$ cat src/rtl/nes_mem_arbiter_if.sv
// Bus bundle between the loader/CPU/PPU requesters, the arbiter and the SDRAM request port.
// The slave modport is the arbiter's view; master is the requester/memory side.
interface nes_mem_arbiter_if #(
  parameter int ADDR_W = 22
);
  logic              download;
  logic              ldr_req;
  logic [ADDR_W-1:0] ldr_addr;
  logic [7:0]        ldr_data;
  logic              ldr_ack;
  logic              cpu_req;
  logic              cpu_we;
  logic [ADDR_W-1:0] cpu_addr;
  logic [7:0]        cpu_wdata;
  logic              cpu_ack;
  logic [7:0]        cpu_rdata;
  logic              ppu_req;
  logic [ADDR_W-1:0] ppu_addr;
  logic              ppu_ack;
  logic [7:0]        ppu_rdata;
  logic              mem_req;
  logic              mem_we;
  logic [ADDR_W-1:0] mem_addr;
  logic [7:0]        mem_wdata;
  logic              mem_ack;
  logic [7:0]        mem_rdata;
  logic [1:0]        grant;
  logic              timeout_err;

  modport slave (
    input  download, ldr_req, ldr_addr, ldr_data,
    input  cpu_req, cpu_we, cpu_addr, cpu_wdata,
    input  ppu_req, ppu_addr, mem_ack, mem_rdata,
    output ldr_ack, cpu_ack, cpu_rdata, ppu_ack, ppu_rdata,
    output mem_req, mem_we, mem_addr, mem_wdata, grant, timeout_err
  );

  modport master (
    output download, ldr_req, ldr_addr, ldr_data,
    output cpu_req, cpu_we, cpu_addr, cpu_wdata,
    output ppu_req, ppu_addr, mem_ack, mem_rdata,
    input  ldr_ack, cpu_ack, cpu_rdata, ppu_ack, ppu_rdata,
    input  mem_req, mem_we, mem_addr, mem_wdata, grant, timeout_err
  );
endinterface

$ cat src/rtl/nes_mem_arbiter.sv
// Shares the SDRAM request port between ROM loader, CPU and PPU: loader first,
// CPU/PPU round-robin, CPU/PPU masked during download, watchdog on every access.
module nes_mem_arbiter #(
  parameter int ADDR_W  = 22,
  parameter int TIMEOUT = 255
) (
  input logic              CLK_50M,
  input logic              reset,
  nes_mem_arbiter_if.slave bus
);
  localparam logic [1:0] ST_IDLE  = 2'd0;
  localparam logic [1:0] ST_ISSUE = 2'd1;
  localparam logic [1:0] ST_DONE  = 2'd2;

  localparam logic [1:0] G_NONE = 2'd0;
  localparam logic [1:0] G_LDR  = 2'd1;
  localparam logic [1:0] G_CPU  = 2'd2;
  localparam logic [1:0] G_PPU  = 2'd3;

  localparam logic [7:0] WD_LOAD = 8'(TIMEOUT);

  logic [1:0]        state_reg;
  logic [7:0]        wd_reg;
  logic              rr_reg;     // 1 = PPU wins the next CPU/PPU tie
  logic [1:0]        pick;
  logic [ADDR_W-1:0] pick_addr;
  logic              pick_we;
  logic [7:0]        pick_wdata;
  logic [7:0]        rsp_data;

  always_comb begin
    pick = G_NONE;
    if (bus.ldr_req) begin
      pick = G_LDR;
    end else if (!bus.download) begin
      if (bus.cpu_req && (!bus.ppu_req || !rr_reg)) begin
        pick = G_CPU;
      end else if (bus.ppu_req) begin
        pick = G_PPU;
      end
    end
  end

  always_comb begin
    pick_addr  = '0;
    pick_we    = 1'b0;
    pick_wdata = 8'h00;
    case (pick)
      G_LDR: begin
        pick_addr  = bus.ldr_addr;
        pick_we    = 1'b1;
        pick_wdata = bus.ldr_data;
      end
      G_CPU: begin
        pick_addr  = bus.cpu_addr;
        pick_we    = bus.cpu_we;
        pick_wdata = bus.cpu_wdata;
      end
      G_PPU: pick_addr = bus.ppu_addr;
      default: ;
    endcase
  end

  // An aborted read returns all ones so the requester never sees stale data.
  assign rsp_data = bus.mem_ack ? bus.mem_rdata : 8'hFF;

  always_ff @(posedge CLK_50M) begin
    if (reset) begin
      state_reg       <= ST_IDLE;
      wd_reg          <= 8'h00;
      rr_reg          <= 1'b0;
      bus.mem_req     <= 1'b0;
      bus.mem_we      <= 1'b0;
      bus.mem_addr    <= '0;
      bus.mem_wdata   <= 8'h00;
      bus.grant       <= G_NONE;
      bus.ldr_ack     <= 1'b0;
      bus.cpu_ack     <= 1'b0;
      bus.ppu_ack     <= 1'b0;
      bus.cpu_rdata   <= 8'h00;
      bus.ppu_rdata   <= 8'h00;
      bus.timeout_err <= 1'b0;
    end else begin
      bus.ldr_ack <= 1'b0;
      bus.cpu_ack <= 1'b0;
      bus.ppu_ack <= 1'b0;
      case (state_reg)
        ST_IDLE: begin
          if (pick != G_NONE) begin
            bus.mem_req   <= 1'b1;
            bus.mem_we    <= pick_we;
            bus.mem_addr  <= pick_addr;
            bus.mem_wdata <= pick_wdata;
            bus.grant     <= pick;
            wd_reg        <= WD_LOAD;
            state_reg     <= ST_ISSUE;
          end
        end
        ST_ISSUE: begin
          if (bus.mem_ack || wd_reg == 8'd1) begin
            bus.mem_req <= 1'b0;
            if (!bus.mem_ack) begin
              bus.timeout_err <= 1'b1;
            end
            if (bus.grant == G_CPU && !bus.mem_we) begin
              bus.cpu_rdata <= rsp_data;
            end
            if (bus.grant == G_PPU) begin
              bus.ppu_rdata <= rsp_data;
            end
            bus.ldr_ack <= (bus.grant == G_LDR);
            bus.cpu_ack <= (bus.grant == G_CPU);
            bus.ppu_ack <= (bus.grant == G_PPU);
            state_reg   <= ST_DONE;
          end else begin
            wd_reg <= wd_reg - 8'd1;
          end
        end
        ST_DONE: begin
          if (bus.grant == G_CPU) begin
            rr_reg <= 1'b1;
          end else if (bus.grant == G_PPU) begin
            rr_reg <= 1'b0;
          end
          bus.grant <= G_NONE;
          state_reg <= ST_IDLE;
        end
        default: state_reg <= ST_IDLE;
      endcase
    end
  end
endmodule
$ cat src/flat_wrapper.sv
// flat-port wrapper written by rule: the top's interface ports become plain ports
module nes_mem_arbiter_flat 
#(
  parameter int ADDR_W  = 22,
  parameter int TIMEOUT = 255
)
  (CLK_50M, reset, bus_download, bus_ldr_req, bus_ldr_addr, bus_ldr_data, bus_cpu_req, bus_cpu_we, bus_cpu_addr, bus_cpu_wdata, bus_ppu_req, bus_ppu_addr, bus_mem_ack, bus_mem_rdata, bus_ldr_ack, bus_cpu_ack, bus_cpu_rdata, bus_ppu_ack, bus_ppu_rdata, bus_mem_req, bus_mem_we, bus_mem_addr, bus_mem_wdata, bus_grant, bus_timeout_err);
  nes_mem_arbiter_if #(.ADDR_W(ADDR_W)) bus_i ();
  input logic CLK_50M;
  input logic reset;
  input wire logic [$bits(bus_i.download)-1:0] bus_download;
  input wire logic [$bits(bus_i.ldr_req)-1:0] bus_ldr_req;
  input wire logic [$bits(bus_i.ldr_addr)-1:0] bus_ldr_addr;
  input wire logic [$bits(bus_i.ldr_data)-1:0] bus_ldr_data;
  input wire logic [$bits(bus_i.cpu_req)-1:0] bus_cpu_req;
  input wire logic [$bits(bus_i.cpu_we)-1:0] bus_cpu_we;
  input wire logic [$bits(bus_i.cpu_addr)-1:0] bus_cpu_addr;
  input wire logic [$bits(bus_i.cpu_wdata)-1:0] bus_cpu_wdata;
  input wire logic [$bits(bus_i.ppu_req)-1:0] bus_ppu_req;
  input wire logic [$bits(bus_i.ppu_addr)-1:0] bus_ppu_addr;
  input wire logic [$bits(bus_i.mem_ack)-1:0] bus_mem_ack;
  input wire logic [$bits(bus_i.mem_rdata)-1:0] bus_mem_rdata;
  output wire logic [$bits(bus_i.ldr_ack)-1:0] bus_ldr_ack;
  output wire logic [$bits(bus_i.cpu_ack)-1:0] bus_cpu_ack;
  output wire logic [$bits(bus_i.cpu_rdata)-1:0] bus_cpu_rdata;
  output wire logic [$bits(bus_i.ppu_ack)-1:0] bus_ppu_ack;
  output wire logic [$bits(bus_i.ppu_rdata)-1:0] bus_ppu_rdata;
  output wire logic [$bits(bus_i.mem_req)-1:0] bus_mem_req;
  output wire logic [$bits(bus_i.mem_we)-1:0] bus_mem_we;
  output wire logic [$bits(bus_i.mem_addr)-1:0] bus_mem_addr;
  output wire logic [$bits(bus_i.mem_wdata)-1:0] bus_mem_wdata;
  output wire logic [$bits(bus_i.grant)-1:0] bus_grant;
  output wire logic [$bits(bus_i.timeout_err)-1:0] bus_timeout_err;
  assign bus_i.download = bus_download;
  assign bus_i.ldr_req = bus_ldr_req;
  assign bus_i.ldr_addr = bus_ldr_addr;
  assign bus_i.ldr_data = bus_ldr_data;
  assign bus_i.cpu_req = bus_cpu_req;
  assign bus_i.cpu_we = bus_cpu_we;
  assign bus_i.cpu_addr = bus_cpu_addr;
  assign bus_i.cpu_wdata = bus_cpu_wdata;
  assign bus_i.ppu_req = bus_ppu_req;
  assign bus_i.ppu_addr = bus_ppu_addr;
  assign bus_i.mem_ack = bus_mem_ack;
  assign bus_i.mem_rdata = bus_mem_rdata;
  assign bus_ldr_ack = bus_i.ldr_ack;
  assign bus_cpu_ack = bus_i.cpu_ack;
  assign bus_cpu_rdata = bus_i.cpu_rdata;
  assign bus_ppu_ack = bus_i.ppu_ack;
  assign bus_ppu_rdata = bus_i.ppu_rdata;
  assign bus_mem_req = bus_i.mem_req;
  assign bus_mem_we = bus_i.mem_we;
  assign bus_mem_addr = bus_i.mem_addr;
  assign bus_mem_wdata = bus_i.mem_wdata;
  assign bus_grant = bus_i.grant;
  assign bus_timeout_err = bus_i.timeout_err;
  nes_mem_arbiter #(.ADDR_W(ADDR_W), .TIMEOUT(TIMEOUT)) u_core (.CLK_50M(CLK_50M), .reset(reset), .bus(bus_i));
endmodule
$ cat config.mk
export PLATFORM = sky130hd
export DESIGN_NAME = nes_mem_arbiter_flat
export DESIGN_NICKNAME = d
export VERILOG_FILES = /design/src/rtl/nes_mem_arbiter_if.sv /design/src/rtl/nes_mem_arbiter.sv /design/src/flat_wrapper.sv
export SDC_FILE = /design/constraint.sdc
export NUM_CORES = 1
export LEC_CHECK = 0
export ABC_AREA = 1
export CAP_MARGIN = 20
export CORE_MARGIN = 1
export CORE_UTILIZATION = 30
export DETAILED_ROUTE_END_ITERATION = 10
export GPL_TIMING_DRIVEN = 0
export PLACE_DENSITY = 0.6
export SLEW_MARGIN = 20
export SYNTH_ARGS = -nofsm -noshare
export SYNTH_HDL_FRONTEND = slang
export SYNTH_SLANG_ARGS = --single-unit
export TNS_END_PERCENT = 50
$ cat constraint.sdc
create_clock -name CLK_50M -period 2.6 [get_ports CLK_50M]
set_input_delay 0.78 -clock CLK_50M [delete_from_list [all_inputs] [get_ports CLK_50M]]
set_output_delay 0.78 -clock CLK_50M [all_outputs]
set_load 0.01 [all_outputs]
[Yosys cells after proc, flatten, opt, wreduce, memory -nomap -nowiden]
Cells that the tools add are included.
Storage, ports and cells
  register bits: 65
  bits of input ports: 98
  output and inout bits: 54
Cells by class
  $add $sub $neg: 1
  equal/unequal tests: 12
  muxes and demuxes: 21
  bitwise logic cells: 3
  reduce and logical (&&, ||, !) cells: 22
Operators by type and width (count)
  22-bit case mux with 3 select lines: 1
  8-bit case mux with 2 select lines: 2
  8-bit 2-to-1 mux: 3
  3-bit AND reduction: 5
  2-bit 2-to-1 mux: 7
  2-bit == test (second input constant): 5
  8-bit by 1-bit == test with 1-bit output (second input constant): 1
  2-bit case mux with 2 select lines: 2
  2-bit AND reduction: 4
  2-bit nonzero test: 4
  8-bit by 1-bit subtractor with 8-bit output (second input constant): 1
  2-bit by 1-bit == test with 1-bit output (second input constant): 3
  1-bit 2-to-1 mux: 4
  2-bit by 1-bit != test with 1-bit output (second input constant): 2
  1-bit case mux with 2 select lines: 2
  1-bit logical NOT: 3
  1-bit NOT: 3
  3-bit OR reduction: 1
  1-bit logical AND: 2
  2-bit logical NOT: 1
  1-bit logical OR: 2
  2-bit != test (second input constant): 1

[Depth between registers and ports, before layout]
  depth after elaboration: 9
  mapped depth: 12

[Worst setup path before layout]
No wires, ideal clock.
  path kind: in2reg
  from: input bus_download
  to: register u_core.bus.mem_wdata[6]
  library setup time: 0.070 ns
  data arrival time: 2.137 ns
  required time: 2.530 ns
  setup slack: 0.393 ns
  stages on the path: 9
  buffers on the path: 2
  cell sequence: o21bai_1 nor2_4 buf_2 ha_1 clkbuf_1 nand2_1 a21oi_1 nand2_1 a21oi_1
Between the ends
  cells in the longest elaborated chain, start to end: 4
  elaborated cells between the ends (all ways): 7
  classes of those cells: 2 x eq/ne; 3 x mux; 2 x reduce/logical
Ends and longest elaborated chain
  start, declared: RTL line flat_wrapper.sv:11  | input wire logic [$bits(bus_i.download)-1:0] bus_download;
  2-bit 2-to-1 mux (*): RTL line nes_mem_arbiter.sv:35  | end else if (!bus.download) begin
  2-bit 2-to-1 mux (*): RTL line nes_mem_arbiter.sv:33  | if (bus.ldr_req) begin
  2-bit == test (tied with other cells): RTL line nes_mem_arbiter.sv:48  | case (pick)
  8-bit case mux with 2 select lines or 2-bit AND reduction (tied branches)
  end signal, assigned: RTL line nes_mem_arbiter.sv:93  | bus.mem_wdata <= pick_wdata;
  end, declared: RTL line nes_mem_arbiter_if.sv:35  | output mem_req, mem_we, mem_addr, mem_wdata, grant, timeout_err
Every way passes the cells marked *; elsewhere a longest branch is shown, timed or not.
A chain may end at the register's enable or synchronous reset.

[Worst setup path in the final report]
  from: input bus_download
  to: register u_core.bus.mem_wdata[3]
The elaborated chain is that of the path after synthesis.

==> flow_summary_export.csv <==
group,metric,value,unit
finish,final_core_util,49.37,%
power,p_seq_share,36.4,%
finish,layout-drive-gt1-share,7.773,%
finish,syn2layout_area_growth,59.40,%
timing,final_hold_viol_count,0,
power,irDropWorstVdd,300.4,uV
timing,worst_slew_pin_slew,0.5596,ns
floorplanning,core,0.01094,mm^2
finish,fin_area,0.005399,mm^2
global_route,grt_usage,19.96,%
detailed_routing,drtIter0Drc,139,
yosys,syn_inst,501,
yosys,ys_types,27,
place,io_buffers,151,
finish,largest_reg_flops,22,
power,switching_power,0.8808,mW
timing,rsz0062_at_grt,"false",
worst_setup_path,cp.arrival,2.68,ns
global_route,grt-ovfl-total,0,
clock_tree,cts_buffers,9,
power,pwr-share-comb,24.1,%
outcome,status,"finished, final reports clean",
clock_tree,cts_root_buf,"clkbuf_16",
global_route,grt_pass1_vias,3734,
flow_run,drv_cap,0,
floorplanning,pin_count,152,
worst_setup_path,crit_required,2.86,ns
place,dp.cells,792,
floorplanning,dieWidth,108.3,um
detailed_routing,vias_per_cell,4.692,
timing,clock_skew,0.004550,ns
timing,finalCritPeriodShare,93.14,%
worst_setup_path,cp_max_fo,10,
finish,diodes,0,
timing,fmax,412.9,MHz
timing,hold_slack,0.4638,ns
place,place_area,0.005074,mm^2
place,gp_congestion,0.8179,
floorplanning,die_y,108.3,um
yosys,syn_area_per_cell,6.760,um^2
worst_setup_path,crit_path_end_kind,"flip-flop",
detailed_routing,ant_nets,0,
yosys,synth_seq_area_share,38.42,%
timing,timing.setup.tns,0,ns
power,switching_share,28.64,%
finish,top_register,"u_core.bus.mem_addr",
power,pwr-share-clk,39.5,%
detailed_routing,first_pass_iters,5,
clock_tree,clkSinkCount,65,
global_route,grt_pass1_wl,17960,um
yosys,ys_warn_count,0,
timing,setup_viol,0,
power,p_leak,2.286,nW
timing,period_minus_slack,2.422,ns
place,dpl.hpwl,8713,um
yosys,synth_area,0.003387,mm^2
worst_setup_path,r2r_slack,0.97,ns
detailed_routing,wl_per_cell,13.65,um
detailed_routing,drc_errors,0,
clock_tree,ctsHtreeMaxLevel,3,
clock_tree,worstSkewPairLatency,0.33,ns
floorplanning,dieArea,0.01172,mm^2
clock_tree,cts_tree,"done",
global_route,grt_max_degree,14,
yosys,synth_fp_nets,603,
worst_setup_path,crit_type,"input port to flip-flop",
hold_path,hold_path_class,"flip-flop to flip-flop",
timing,slew_headroom,62.70,%
global_route,antenna_found_initial,0,
clock_tree,path_clk_slew,0.06,ns
finish,nNetsFinal,766,
yosys,ys_ff_latch,65,
clock_tree,clockBufferDepth,2,
floorplanning,row_count,38,
detailed_routing,wl,11040,um
finish,final_cells,809,
worst_setup_path,cp-start-kind,"input port",
timing,drv_slew,0,
floorplanning,start_util,30.97,%
detailed_routing,vias,3796,
power,power_report.internal_total,2.195,mW
power,powerDensity,569.7,mW/mm^2
clock_tree,ctsHoldBuffers,0,
worst paths after layout:
check | startpoint | end | cells after the start
min reg2reg | u_core.bus.mem_wdata[6]$_SDFFE_PP0P_ | u_core.bus.mem_wdata[6]$_SDFFE_PP0P_ | 2
min | u_core.bus.mem_wdata[6]$_SDFFE_PP0P_ | u_core.bus.mem_wdata[6]$_SDFFE_PP0P_ | 2
max | bus_download | u_core.bus.mem_wdata[3]$_SDFFE_PP0P_ | 9
max reg2reg | u_core.rr_reg$_SDFFE_PP0P_ | u_core.bus.mem_addr[4]$_SDFFE_PP0P_ | 12
synth_stat cells:
cell      number  area (um^2)
and3_1         1        6.260
buf_2         10        50.05
nand2_1      102        382.9
nand3_1       57        285.3
ha_1           4        50.05
buf_6          2        22.52
nor2_2         1        6.260
a31oi_1        1        6.260
nor3_1         3        15.01
nand3_2        1        10.01
inv_2          2        7.510
nor3_4         2        32.53
dfxtp_1       65         1301
nand2_2        2        12.51
nand4_1        1        6.260
a21oi_1       43        215.2
buf_1          5        18.77
buf_4          8        60.06
o21ai_0       17        85.08
nor2_4         2        22.52
a22o_1        22        192.7
inv_1         42        157.7
clkbuf_1       5        18.77
clkinv_1       1        3.750
nor2_1        92        345.3
o21bai_1       9        67.56
o21ai_1        1        5.000
cells by family (layout without fill, tap and decap cells):
logic type / count (synthesis) / after routing / synth area share [%]
flops: 65 / 65 / 38.42
simple gates: 264 / 264 / 33.21
fa+ha+maj: 4 / 4 / 1.478
buf+inv: 75 / 243 / 10.01
compound gates: 93 / 93 / 16.88
layout make-up:
type / count / area (um^2)
tap: 140 / 175.2
inverter: 45 / 168.9
fill: 1122 / 5537
timing repair buffer: 153 / 1526
sequential: 65 / 1301
clock inverter: 7 / 77.57
multi-input combinational: 361 / 1749
clock buffer: 9 / 225.2
buffer: 29 / 175.2
worst max-delay path: stages:
cell	delay [ns]
clkdlybuf4s50_1	0.44
o21bai_1	0.22
nor2_4	0.17
buf_4	0.19
inv_1	0.05
ha_1	0.43
a21oi_1	0.21
nand2_1	0.08
a21oi_1	0.11
placed cells by master, fill, tap and decap left out, types with 3 or more instances in the layout:
cell / n
dfxtp_1: 65
ha_1: 3
o21bai_1: 9
nand3_1: 57
nand2_1: 102
clkbuf_1: 4
nor3_1: 3
buf_2: 11
nor2_1: 92
inv_1: 42
clkdlybuf4s50_1: 151
clkbuf_16: 9
a21oi_1: 43
o21ai_0: 17
a22o_1: 22
buf_4: 11
metrics by stage:
step	setup slack (ns)	power (mW)
floorplan	0.3926	1.507
global placement	-0.4655	1.867
detailed placement	-0.5102	1.876
CTS	0.01055	3.108
global route	0.02365	3.234
finish	0.1783	3.076
timing repair:
item	4_1_cts	5_1_grt
pin swaps	0	1
gates resized for setup	3	5
hold endpoints to repair	0	0
setup buffers	0	2
endpoints found under the setup margin	30	30
gates cloned	0	0
layer usage:
| metal | share of wire [%] | GRT usage [%] |
|---|---|---|
| met5 | 0 | 0 |
| met4 | 1.7 | 7.722 |
| met3 | 10 | 7.655 |
| met2 | 47 | 33.89 |
| met1 | 41 | 22.53 |
power by group through the flow:
stage / sequential (mW) / clock (mW) / combinational (mW)
2_1_floorplan: 1.16 / 0 / 0.348
3_3_place_gp: 1.14 / 0 / 0.729
3_5_place_dp: 1.14 / 0 / 0.736
4_1_cts: 1.12 / 1.25 / 0.741
5_1_grt: 1.13 / 1.29 / 0.819
6_report: 1.12 / 1.21 / 0.741
Note: power is estimated with default switching activity, not from simulation.
